`config.mk`:
```
export PLATFORM = sky130hd
export DESIGN_NAME = rv32m_mul_issue
export DESIGN_NICKNAME = d
export VERILOG_FILES = /design/src/rtl/rv32m_mul_issue_pkg.sv /design/src/rtl/rv32m_sign_fix.sv /design/src/rtl/rv32m_mul_issue.sv
export SDC_FILE = /design/constraint.sdc
export NUM_CORES = 1
export LEC_CHECK = 0
export CAP_MARGIN = 40
export CORE_UTILIZATION = 33
export CTS_CLUSTER_SIZE = 28
export DETAILED_ROUTE_END_ITERATION = 16
export GPL_TIMING_DRIVEN = 0
export PLACE_DENSITY = 0.65
export SYNTH_ARGS = -nofsm -noshare
export SYNTH_HDL_FRONTEND = slang
export SYNTH_HIERARCHICAL = 1
export SYNTH_SLANG_ARGS = --single-unit
export TNS_END_PERCENT = 1
```
`constraint.sdc`:
```
create_clock -name clk_i -period 2.25 [get_ports clk_i]
set_input_delay 0.3375 -clock clk_i [delete_from_list [all_inputs] [get_ports clk_i]]
set_output_delay 0.3375 -clock clk_i [all_outputs]
set_load 0.1 [all_outputs]
```
`src/rtl/rv32m_mul_issue_pkg.sv`:
```
// Shared definitions for the RV32M multiply issue block: funct3 codes,
// FSM state encoding and the default datapath width.
package rv32m_mul_issue_pkg;

  localparam int unsigned XLEN = 32;

  localparam logic [2:0] F3_MUL    = 3'b000;
  localparam logic [2:0] F3_MULH   = 3'b001;
  localparam logic [2:0] F3_MULHSU = 3'b010;
  localparam logic [2:0] F3_MULHU  = 3'b011;

  typedef enum logic [1:0] {
    ST_IDLE  = 2'b00,
    ST_RUN   = 2'b01,
    ST_CLEAR = 2'b11,
    ST_RESP  = 2'b10
  } state_e;

endpackage

```
`src/rtl/rv32m_sign_fix.sv`:
```
// Operand magnitude extraction and product sign correction around an
// unsigned multiplier. Purely combinational.
module rv32m_sign_fix
  import rv32m_mul_issue_pkg::*;
#(
  parameter int unsigned XLEN = 32
) (
  input  logic [2:0]        funct3_i,
  input  logic [XLEN-1:0]   rs1_i,
  input  logic [XLEN-1:0]   rs2_i,
  output logic [XLEN-1:0]   mag_a_o,
  output logic [XLEN-1:0]   mag_b_o,
  output logic              neg_o,
  input  logic              neg_i,
  input  logic [2*XLEN-1:0] prod_i,
  output logic [2*XLEN-1:0] prod_fix_o
);

  logic a_signed;
  logic b_signed;
  logic a_neg;
  logic b_neg;

  always_comb begin
    a_signed = (funct3_i == F3_MUL) || (funct3_i == F3_MULH) || (funct3_i == F3_MULHSU);
    b_signed = (funct3_i == F3_MUL) || (funct3_i == F3_MULH);
    a_neg    = a_signed & rs1_i[XLEN-1];
    b_neg    = b_signed & rs2_i[XLEN-1];
    // The most negative value negates to itself, which is the correct unsigned magnitude.
    mag_a_o  = a_neg ? (~rs1_i + XLEN'(1)) : rs1_i;
    mag_b_o  = b_neg ? (~rs2_i + XLEN'(1)) : rs2_i;
    neg_o    = a_neg ^ b_neg;
    prod_fix_o = neg_i ? (~prod_i + (2*XLEN)'(1)) : prod_i;
  end

endmodule

```
`src/rtl/rv32m_mul_issue.sv`:
```
// Requester side of the multiplier handshake: accepts RV32M multiply requests,
// runs the unsigned multiplier, sign-corrects the product and responds.
module rv32m_mul_issue #(
  parameter int unsigned TIMEOUT_CYCLES = 16,
  parameter int unsigned XLEN           = 32
) (
  input  logic              clk_i,
  input  logic              rst_ni,
  input  logic              req_valid_i,
  output logic              req_ready_o,
  input  logic [2:0]        req_funct3_i,
  input  logic [XLEN-1:0]   req_rs1_i,
  input  logic [XLEN-1:0]   req_rs2_i,
  input  logic [4:0]        req_rd_i,
  output logic              mult_en_o,
  output logic              mult_rst_o,
  output logic [XLEN-1:0]   mult_op_a_o,
  output logic [XLEN-1:0]   mult_op_b_o,
  input  logic              mult_done_i,
  input  logic [2*XLEN-1:0] mult_prod_i,
  output logic              rsp_valid_o,
  input  logic              rsp_ready_i,
  output logic [XLEN-1:0]   rsp_data_o,
  output logic [4:0]        rsp_rd_o,
  output logic              rsp_err_o
);

  import rv32m_mul_issue_pkg::*;

  localparam int unsigned CW = (TIMEOUT_CYCLES > 1) ? $clog2(TIMEOUT_CYCLES) : 1;

  state_e              state_q, state_d;
  logic [2:0]          funct3_q;
  logic [4:0]          rd_q;
  logic [XLEN-1:0]     op_a_q;
  logic [XLEN-1:0]     op_b_q;
  logic                neg_q;
  logic [CW-1:0]       cnt_q;
  logic [XLEN-1:0]     data_q;
  logic                err_q;

  logic [XLEN-1:0]     mag_a;
  logic [XLEN-1:0]     mag_b;
  logic                neg;
  logic [2*XLEN-1:0]   prod_fix;
  logic                shortcut;
  logic                timeout;

  rv32m_sign_fix #(
    .XLEN (XLEN)
  ) u_sign_fix (
    .funct3_i   (req_funct3_i),
    .rs1_i      (req_rs1_i),
    .rs2_i      (req_rs2_i),
    .mag_a_o    (mag_a),
    .mag_b_o    (mag_b),
    .neg_o      (neg),
    .neg_i      (neg_q),
    .prod_i     (mult_prod_i),
    .prod_fix_o (prod_fix)
  );

  always_comb begin
    state_d  = state_q;
    shortcut = req_funct3_i[2] || (req_rs1_i == '0) || (req_rs2_i == '0);
    timeout  = (cnt_q == CW'(TIMEOUT_CYCLES - 1));
    unique case (state_q)
      ST_IDLE:  if (req_valid_i) state_d = shortcut ? ST_RESP : ST_RUN;
      ST_RUN:   if (mult_done_i || timeout) state_d = ST_CLEAR;
      ST_CLEAR: state_d = ST_RESP;
      ST_RESP:  if (rsp_ready_i) state_d = ST_IDLE;
      default:  state_d = ST_IDLE;
    endcase
  end

  always_ff @(posedge clk_i or negedge rst_ni) begin
    if (!rst_ni) state_q <= ST_IDLE;
    else         state_q <= state_d;
  end

  always_ff @(posedge clk_i or negedge rst_ni) begin
    if (!rst_ni) begin
      funct3_q <= '0;
      rd_q     <= '0;
      op_a_q   <= '0;
      op_b_q   <= '0;
      neg_q    <= 1'b0;
      cnt_q    <= '0;
      data_q   <= '0;
      err_q    <= 1'b0;
    end else begin
      unique case (state_q)
        ST_IDLE: if (req_valid_i) begin
          funct3_q <= req_funct3_i;
          rd_q     <= req_rd_i;
          neg_q    <= neg;
          cnt_q    <= '0;
          data_q   <= '0;
          err_q    <= req_funct3_i[2];
          // Operands only change when the multiplier will actually run.
          if (!shortcut) begin
            op_a_q <= mag_a;
            op_b_q <= mag_b;
          end
        end
        ST_RUN: begin
          cnt_q <= cnt_q + CW'(1);
          if (mult_done_i) begin
            data_q <= (funct3_q == F3_MUL) ? prod_fix[XLEN-1:0] : prod_fix[2*XLEN-1:XLEN];
            err_q  <= 1'b0;
          end else if (timeout) begin
            data_q <= '0;
            err_q  <= 1'b1;
          end
        end
        default: ;
      endcase
    end
  end

  assign req_ready_o = rst_ni && (state_q == ST_IDLE);
  assign mult_en_o   = (state_q == ST_RUN);
  assign mult_rst_o  = !rst_ni || (state_q == ST_CLEAR);
  assign mult_op_a_o = op_a_q;
  assign mult_op_b_o = op_b_q;
  assign rsp_valid_o = (state_q == ST_RESP);
  assign rsp_data_o  = data_q;
  assign rsp_rd_o    = rd_q;
  assign rsp_err_o   = err_q;

endmodule
```
==> report_table.html, run 1 <==
<table>
<tr><th>Metric</th><th>Value</th></tr>
<tr><th colspan="2">Logic synthesis</th></tr>
<tr><td>Distinct cell type count of the synthesized netlist</td><td>53</td></tr>
<tr><td>Synthesis warning total</td><td>6</td></tr>
<tr><td>Count of state elements after synthesis</td><td>roughly 110</td></tr>
<tr><td>Most used flip-flop cell after synthesis</td><td>dfrtp_1</td></tr>
<tr><td>Syn Area/Cell</td><td>10.2 um^2</td></tr>
<tr><td>Cell area after synthesis</td><td>approximately 7800 um^2</td></tr>
<tr><td>Post-Syn Instances</td><td>766</td></tr>
<tr><td>Post-synthesis sequential area ratio</td><td>35.9%</td></tr>
<tr><td>EDFF count, synth</td><td>0</td></tr>
<tr><td>Nets in the synthesized netlist</td><td>911</td></tr>
<tr><td>Asr flop ratio synth</td><td>100%</td></tr>
<tr><th colspan="2">Die</th></tr>
<tr><td>Ports placed on the boundary</td><td>about 250</td></tr>
<tr><td>Die X-Extent</td><td>156 um</td></tr>
<tr><td>Area of the die</td><td>24300 um^2</td></tr>
<tr><td>Initial core utilization</td><td>approximately 34%</td></tr>
<tr><td>Vertical die dimension</td><td>156 um</td></tr>
<tr><td>Number of core rows</td><td>55</td></tr>
<tr><td>Core Region</td><td>22900 um^2</td></tr>
<tr><th colspan="2">Clock network</th></tr>
<tr><td>Max Root-Sink Buffers</td><td>2</td></tr>
<tr><td>Root Buffer Master</td><td>clkbuf_16</td></tr>
<tr><td>Clock insertion delay at the later pin of the skew report</td><td>between 300 and 400 ps</td></tr>
<tr><td>Clock tree from TritonCTS</td><td>built</td></tr>
<tr><td>Total number of H-tree levels</td><td>3</td></tr>
<tr><td>Clk pin slew, worst setup/hold paths</td><td>90 ps</td></tr>
<tr><td>Number of clock sinks</td><td>between 100 and 150</td></tr>
<tr><td>Number of CTS-inserted buffers</td><td>9</td></tr>
<tr><th colspan="2">Worst setup path</th></tr>
<tr><td>Start-to-end type of the worst setup path</td><td>in2reg</td></tr>
<tr><td>Capturing point of the worst reg2reg path</td><td>mult_op_a_o[11]</td></tr>
<tr><td>Cell family with the largest share of critical-path delay</td><td>simple AND/OR/NAND/NOR gates</td></tr>
<tr><td>Register-to-register setup slack</td><td>40 ps</td></tr>
<tr><td>CP arrival</td><td>2540 ps</td></tr>
<tr><td>CP startpoint kind</td><td>primary input</td></tr>
<tr><td>Largest stage delay on the critical path</td><td>520 ps</td></tr>
<tr><td>Worst EP required</td><td>2470 ps</td></tr>
<tr><td>Worst setup EP type</td><td>flip-flop</td></tr>
<tr><td>Maximum fanout along the worst path</td><td>5</td></tr>
<tr><td>Number of cells traversed by the worst register-to-register path</td><td>6</td></tr>
<tr><td>Reg2Reg Launch Point</td><td>state_q[1]</td></tr>
<tr><td>Series of cell instances along the critical path</td><td>clkdlybuf4s50_1 -&gt; or4_4 -&gt; nor2_4 -&gt; nand4_1 -&gt; buf_6 -&gt; o31ai_4 -&gt; xnor2_1 -&gt; mux2i_1 -&gt; o21ai_1</td></tr>
<tr><td>Critical-path top delay cell</td><td>or4_4</td></tr>
<tr><td>Combined buffer and inverter count along the critical path</td><td>2</td></tr>
<tr><th colspan="2">Outcome</th></tr>
<tr><td>Status</td><td>complete, but fails checks</td></tr>
<tr><td>Violated checks</td><td>negative setup slack</td></tr>
<tr><th colspan="2">STA</th></tr>
<tr><td>Share of the cycle needed by the critical path after routing</td><td>103%</td></tr>
<tr><td>Least-Margin Pin Slew</td><td>651 ps</td></tr>
<tr><td>Setup violators final</td><td>6</td></tr>
<tr><td>Setup slack of the critical path after layout</td><td>-68.3 ps</td></tr>
<tr><td>Hold slack</td><td>approximately 13 ps</td></tr>
<tr><td>Relative slew margins</td><td>56.5%</td></tr>
<tr><td>Setup TNS after final layout</td><td>-232 ps</td></tr>
<tr><td>Final Slew Violations</td><td>0</td></tr>
<tr><td>Maximum frequency from static timing analysis</td><td>431 MHz</td></tr>
<tr><td>Final worst clock skew</td><td>10.0 ps</td></tr>
<tr><td>RSZ-0062 raised after global routing</td><td>yes</td></tr>
<tr><td>Hold violation total from the final report</td><td>0</td></tr>
<tr><td>Final Critical Period</td><td>roughly 2300 ps</td></tr>
<tr><th colspan="2">Routing</th></tr>
<tr><td>Top layer reached by signal wires</td><td>met5</td></tr>
<tr><td>Routed Antenna Nets</td><td>0</td></tr>
<tr><td>Routed length on met2</td><td>roughly 14 mm</td></tr>
<tr><td>WL final</td><td>28.5 mm</td></tr>
<tr><td>Count of TritonRoute iterations in the first routing pass</td><td>5</td></tr>
<tr><td>Average detailed-routed wire length per instance</td><td>19.1 um</td></tr>
<tr><td>Routed metal-1 wire length</td><td>11.6 mm</td></tr>
<tr><td>Via Count</td><td>slightly below 8k</td></tr>
<tr><td>DRC marker count from the first detailed-route iteration</td><td>333</td></tr>
<tr><td>Detailed-route vias per instance</td><td>5.24</td></tr>
<tr><td>Routed length on met3</td><td>2.20 mm</td></tr>
<tr><td>DRC violations left</td><td>0</td></tr>
<tr><th colspan="2">Global routing</th></tr>
<tr><td>Total routing usage reported by global routing</td><td>22.7%</td></tr>
<tr><td>Antenna violations before repair</td><td>7</td></tr>
<tr><td>Largest net degree at the start of global routing</td><td>41</td></tr>
<tr><td>Global-route wire length before repair</td><td>43.0 mm</td></tr>
<tr><td>Number of global-route vias before repair</td><td>7909</td></tr>
<tr><td>Overflow left after global routing</td><td>0</td></tr>
<tr><th colspan="2">Finish</th></tr>
<tr><td>FILL cells</td><td>1749</td></tr>
<tr><td>NumNets Final</td><td>1315</td></tr>
<tr><td>Leading cell type in the layout, fill and taps excluded</td><td>clkdlybuf4s50_1</td></tr>
<tr><td>Commonest cells after routing, fill and taps aside</td><td>clkdlybuf4s50_1, dfrtp_1, xnor2_1</td></tr>
<tr><td>Share of layout cells above drive strength 1</td><td>33.0%</td></tr>
<tr><td>Layout Utilization</td><td>approximately 62%</td></tr>
<tr><td>Layout Area Growth over Synthesis</td><td>81.1%</td></tr>
<tr><th colspan="2">Power and ir drop</th></tr>
<tr><td>Flop pwr share</td><td>15.8%</td></tr>
<tr><td>Power per standard cell area</td><td>1620 nW/um^2</td></tr>
<tr><td>Switching component of the power</td><td>11800 uW</td></tr>
<tr><td>Max VDD drop</td><td>1.14 mV</td></tr>
<tr><td>Cell internal pwr</td><td>11100 uW</td></tr>
<tr><td>Share of total power consumed by net switching</td><td>51.5%</td></tr>
<tr><td>Comb pwr share</td><td>about three quarters</td></tr>
<tr><td>Static Leak</td><td>approximately 0.006 uW</td></tr>
<tr><td>Clock group share of total power</td><td>7.4%</td></tr>
<tr><th colspan="2">Placed design</th></tr>
<tr><td># port buffers</td><td>~250</td></tr>
<tr><td>Dpl hpwl</td><td>20.4 mm</td></tr>
<tr><td>Placer congestion estimate</td><td>0.953</td></tr>
<tr><th colspan="2">Min path</th></tr>
<tr><td>Class of the tightest hold or removal check</td><td>in2async</td></tr>
<tr><th colspan="2">Job</th></tr>
<tr><td>Maximum Capacitance Violations</td><td>0</td></tr>
</table>
synthesized netlist by cell type, drive strengths merged (2+ instances only):
cell,count,area [um^2]
buf,17,204
or4,18,143
mux2i,33,330
clkbuf,20,75.1
or2,7,43.8
ha,4,50.1
xor2,21,184
nor2,24,90.1
nor4,29,209
or3,18,115
nor3b,7,57.6
o21ai,73,365
inv,14,52.6
o31ai,26,195
a31oi,6,37.5
nor3,15,91.3
mux2,73,1050
nand2,68,258
and2,3,18.8
nand3,9,50.1
nand3b,3,22.5
a22o,3,26.3
o41ai,19,196
a21oi,17,85.1
nand2b,7,43.8
nor2b,4,25.0
dfrtp,112,2800
xnor2,99,867
or3b,2,17.5
nand4,8,56.3
area by class of cell:
type	instances	area, um^2	share of cell area [%]
Antenna cell	4	10.0	0.0707
Buffer	35	285	2.02
Clock buffer	9	225	1.59
Clock inverter	6	77.6	0.548
Inverter	14	52.6	0.371
Multi-Input combinational cell	604	5420	38.3
Sequential cell	112	2800	19.8
Tap cell	313	392	2.77
Timing Repair Buffer	394	4890	34.6
how the worst max path moves through the flow:
stage,start,end,slack [ps],cells after the start
floorplan,req_rs1_i[1],mult_op_a_o[22],-130,8
global placement,rst_ni,req_ready_o,-4760,3
detailed placement,req_rs1_i[0],mult_op_a_o[22],-1050,9
CTS,mult_prod_i[54],rsp_data_o[31],-150,8
global route,mult_prod_i[31],rsp_data_o[16],-110,10
finish,mult_prod_i[3],rsp_data_o[25],-70,9
power groups by stage:
stage | Clock (uW) | Sequential [uW] | Combinational, uW
floorplan | 0 | 10300 | 3360
global placement | 0 | 3620 | 13200
detailed placement | 0 | 3640 | 17400
CTS | 1760 | 3620 | 17500
global route | 1840 | 3750 | 18200
finish | 1700 | 3630 | 17600
per-stage QoR:
| step | total power, uW | instances | instance area [um^2] | setup WS (ps) |
|---|---|---|---|---|
| 3_5_place_dp | 21000 | 1433 | 12700 | -1050 |
| 5_1_grt | 23800 | 1490 | 14200 | -110 |
| 3_3_place_gp | 16800 | 1325 | 10700 | -4760 |
| 6_report | 23000 | 1491 | 14200 | -68.3 |
| 4_1_cts | 22900 | 1466 | 13700 | -153 |
| 2_1_floorplan | 13600 | 766 | 7820 | -127 |
flip-flops by register name (all words and copies together) (netlist names):
signal and cells:
funct3_q 3, rsp_err_o 1, state_q 2, rsp_rd_o 5, mult_op_b_o 32, mult_op_a_o 32
rsp_data_o 32, cnt_q 4, neg_q 1
tightest hold or removal path, stage by stage:
cell	delay, ps
buf_8	110
buf_12	100
buf_12	190
layer usage:
metal | up-vias | global-route usage [%]
li1 | 3592 | -
met1 | 3805 | 27.4
met2 | 360 | 39.9
met3 | 57 | 5.75
met4 | 6 | 6.16
met5 | - | 0
repair_timing:
action                     in CTS  in global routing
pin swaps                      29                 38
buffers inserted               13                 23
resized for setup             154                136
gates cloned                    2                  0
hold endpoints to repair       33                  0
setup endpoints to repair      85                 95
hold buffers                    3                  0
cells by family after synthesis:
logic type	Yosys count	share of synthesized area [%]
xor gates and xnor gates	120	13.4
and+or+nand+nor	225	16.2
AOI/OAI and AO/OA	148	12.0
muxes	106	17.6
adders and majority gates	4	0.640
buffers and inverters	51	4.24
DFF	112	35.9
No activity file was read; power rests on OpenSTA's default activity.
==> inputs of run 2 (changes only) <==
--- a/config.mk
+++ b/config.mk
@@ -9,7 +9,6 @@
 export CORE_UTILIZATION = 33
 export CTS_CLUSTER_SIZE = 28
 export DETAILED_ROUTE_END_ITERATION = 16
-export GPL_TIMING_DRIVEN = 0
 export PLACE_DENSITY = 0.65
 export SYNTH_ARGS = -nofsm -noshare
 export SYNTH_HDL_FRONTEND = slang
==> run 2 against run 1 <==
Compared with the run above:
- die area did not move
- non-clock buffer count is 36 higher
- cell count increased by 2.2%
- largest power group unchanged
- routed wire length decreased by 8.6%
- the run now ends clean
==> report_table.html, run 2 (synthesized netlist as in run 1, its figures left out) <==
<table>
<tr><th>Metric</th><th>Value</th></tr>
<tr><th colspan="2">Finish</th></tr>
<tr><td>Layout Utilization</td><td>56.4% (-5.4 points)</td></tr>
<tr><td>FILL cells</td><td>1974 (+13%)</td></tr>
<tr><td>NumNets Final</td><td>1350 (+2.7%)</td></tr>
<tr><td>Share of layout cells above drive strength 1</td><td>43.4% (+10 points)</td></tr>
<tr><td>Commonest cells after routing, fill and taps aside</td><td>buf_4, dfrtp_1, xnor2_1</td></tr>
<tr><td>Layout Area Growth over Synthesis</td><td>65.2%</td></tr>
<tr><td>Area taken by multi-input logic gates</td><td>5320 um^2 (-1.8%)</td></tr>
<tr><td>Reg area</td><td>2800 um^2 (about the same)</td></tr>
<tr><td>Leading cell type in the layout, fill and taps excluded</td><td>buf_4</td></tr>
<tr><th colspan="2">Die</th></tr>
<tr><td>Number of core rows</td><td>55 (unchanged)</td></tr>
<tr><td>Vertical die dimension</td><td>156 um (unchanged)</td></tr>
<tr><td>Core Region</td><td>22900 um^2 (unchanged)</td></tr>
<tr><td>Initial core utilization</td><td>34.1% (unchanged)</td></tr>
<tr><td>Ports placed on the boundary</td><td>247 (unchanged)</td></tr>
<tr><td>Area of the die</td><td>24300 um^2 (unchanged)</td></tr>
<tr><td>Die X-Extent</td><td>156 um (unchanged)</td></tr>
<tr><th colspan="2">Global routing</th></tr>
<tr><td>Antenna violations before repair</td><td>3 (-4)</td></tr>
<tr><td>Overflow left after global routing</td><td>0 (unchanged)</td></tr>
<tr><td>Global-route wire length before repair</td><td>39.7 mm (-7.5%)</td></tr>
<tr><td>Largest net degree at the start of global routing</td><td>113 (+180%)</td></tr>
<tr><td>Total routing usage reported by global routing</td><td>20.9% (-1.8 points)</td></tr>
<tr><td>Number of global-route vias before repair</td><td>7609 (-3.8%)</td></tr>
<tr><th colspan="2">Placed design</th></tr>
<tr><td>Placer congestion estimate</td><td>0.932 (-2.2%)</td></tr>
<tr><td># port buffers</td><td>246 (unchanged)</td></tr>
<tr><td>Dpl hpwl</td><td>19.4 mm (-5.1%)</td></tr>
<tr><th colspan="2">Clock network</th></tr>
<tr><td>Total number of H-tree levels</td><td>3 (unchanged)</td></tr>
<tr><td>Number of clock sinks</td><td>112 (unchanged)</td></tr>
<tr><td>Clk pin slew, worst setup/hold paths</td><td>70 ps (-20 ps)</td></tr>
<tr><td>Number of CTS-inserted buffers</td><td>9 (unchanged)</td></tr>
<tr><td>Max Root-Sink Buffers</td><td>2 (unchanged)</td></tr>
<tr><td>Post-CTS Hold Fix Bufs</td><td>0 (-3)</td></tr>
<tr><td>Root Buffer Master</td><td>clkbuf_16</td></tr>
<tr><td>Clock insertion delay at the later pin of the skew report</td><td>360 ps (about the same)</td></tr>
<tr><td>Clock tree from TritonCTS</td><td>built</td></tr>
<tr><th colspan="2">STA</th></tr>
<tr><td>Hold violation total from the final report</td><td>0 (unchanged)</td></tr>
<tr><td>Hold slack</td><td>77.5 ps (+64.9 ps)</td></tr>
<tr><td>Final worst clock skew</td><td>5.52 ps (-4.53 ps)</td></tr>
<tr><td>Share of the cycle needed by the critical path after routing</td><td>99.6% (-3.5 points)</td></tr>
<tr><td>Least-Margin Pin Slew</td><td>668 ps (+17.7 ps)</td></tr>
<tr><td>Final Critical Period</td><td>2240 ps (-78.0 ps)</td></tr>
<tr><td>RSZ-0062 raised after global routing</td><td>yes</td></tr>
<tr><td>Relative slew margins</td><td>55.4% (-1.1 points)</td></tr>
<tr><td>Maximum frequency from static timing analysis</td><td>446 MHz (+3.5%)</td></tr>
<tr><td>Setup violators final</td><td>0 (-6)</td></tr>
<tr><td>Final Slew Violations</td><td>0 (unchanged)</td></tr>
<tr><th colspan="2">Routing</th></tr>
<tr><td>WL final</td><td>26.0 mm (-8.6%)</td></tr>
<tr><td>Via Count</td><td>7717 (-1.3%)</td></tr>
<tr><td>Routed Antenna Nets</td><td>0 (unchanged)</td></tr>
<tr><td>DRC violations left</td><td>0 (unchanged)</td></tr>
<tr><td>DRC marker count from the first detailed-route iteration</td><td>356 (+6.9%)</td></tr>
<tr><td>Average detailed-routed wire length per instance</td><td>17.1 um (-11%)</td></tr>
<tr><td>Detailed-route vias per instance</td><td>5.06 (-3.5%)</td></tr>
<tr><td>Count of TritonRoute iterations in the first routing pass</td><td>6 (+1)</td></tr>
<tr><th colspan="2">Worst setup path</th></tr>
<tr><td>Worst EP required</td><td>2520 ps (+50 ps)</td></tr>
<tr><td>Series of cell instances along the critical path</td><td>dlygate4sd2_1 -&gt; or4_4 -&gt; buf_6 -&gt; nor3_1 -&gt; nand2_1 -&gt; o31ai_2 -&gt; xnor2_1 -&gt; mux2i_1 -&gt; o21ai_0</td></tr>
<tr><td>Maximum fanout along the worst path</td><td>3 (-2)</td></tr>
<tr><td>Largest stage delay on the critical path</td><td>570 ps (+50 ps)</td></tr>
<tr><td>Worst setup EP type</td><td>flip-flop</td></tr>
<tr><td>Critical-path top delay cell</td><td>or4_4</td></tr>
<tr><td>CP startpoint kind</td><td>primary input</td></tr>
<tr><td>CP arrival</td><td>2510 ps (-30 ps)</td></tr>
<tr><td>Start-to-end type of the worst setup path</td><td>in2reg</td></tr>
<tr><th colspan="2">Min path</th></tr>
<tr><td>Class of the tightest hold or removal check</td><td>in2async</td></tr>
<tr><th colspan="2">Power and ir drop</th></tr>
<tr><td>Power per standard cell area</td><td>1430 nW/um^2 (-12%)</td></tr>
<tr><td>Static Leak</td><td>0.00569 uW (-3.7%)</td></tr>
<tr><td>Max VDD drop</td><td>0.954 mV (-16%)</td></tr>
<tr><th colspan="2">Outcome</th></tr>
<tr><td>Status</td><td>finished, final reports clean</td></tr>
<tr><th colspan="2">Job</th></tr>
<tr><td>Maximum Capacitance Violations</td><td>0 (unchanged)</td></tr>
</table>
## run 2: changes by cell type in the layout (fill, tap and decap cells not counted), sizes merged, moves of 2 or more
| cell | delta |
|---|---|
| buf | +162 |
| clkdlybuf4s50 | -88 |
| clkbuf | -29 |
| dlygate4sd2 | -8 |
| clkdlybuf4s15 | +4 |
| dlymetal6s2s | -3 |
| diode | -2 |
## run 2: critical path, delay by kind of cell
family                    cells  cell delay, ps
xor gates and xnor gates      1             170
AOI/OAI and AO/OA             2             420
muxes                         1             100
buffers and inverters         2             400
and+or+nand+nor               3            1080
## run 2: report_power, final
part / switching [uW] / internal (uW) / leakage (uW)
Clock: 789 / 794 / 0.000138
Combinational: 9350 / 3820 / 0.00416
Sequential: 744 / 3010 / 0.00140
Total: 10900 / 7620 / 0.00569
## run 2: what timing repair did
action | 4_1_cts | 5_1_grt
gates resized for setup | 132 | 93
cloned | 1 | 0
pin swaps | 37 | 45
endpoints found under the setup margin | 59 | 81
endpoints found under the hold margin | 0 | 0
setup buffers | 7 | 9
## run 2: path summary, 6_finish.rpt
check                                 from        endpoint  slack (ps)  cells past startpoint
hold reg to reg             rsp_data_o[14]  rsp_data_o[14]         480                      2
hold / removal                      rst_ni  mult_op_a_o[4]          80                      2
setup / recovery           mult_prod_i[23]  rsp_data_o[26]          10                      9
max in group asynchronous           rst_ni           neg_q        1630                      2
min in group clk_i            req_rs1_i[0]  mult_op_a_o[0]         400                      3
setup reg to reg                     neg_q  rsp_data_o[28]         320                      5
## run 2: routing by layer
metal | up-vias | GRT usage (%) | routed length (um)
met2 | 302 | 34.7 | 12300
met1 | 3697 | 27.0 | 11500
li1 | 3679 | - | -
met3 | 35 | 4.92 | 1810
met5 | - | 0 | 27
met4 | 4 | 5.60 | 402
## run 2: through the flow
stage	power, uW	cells	setup TNS [ps]	cell area, um^2	setup slack [ps]
2_1_floorplan	13600	766	-826	7820	-127
3_3_place_gp	16600	1490	-41040	11800	-655
3_5_place_dp	16700	1490	-43660	11800	-714
4_1_cts	18500	1513	-706	12600	-78.5
5_1_grt	19200	1523	-867	12900	-70.4
6_report	18500	1524	0	12900	9.74
## run 2: area by class of cell
cell class	count	share of cell area (%)
repair buffers	465	31.5
multi-input cells	603	41.2
clock inverters	4	0.291
clock buffers	11	1.88
well taps	313	3.03
diodes	2	0.0388
flip-flops and latches	112	21.7
inverters	14	0.407
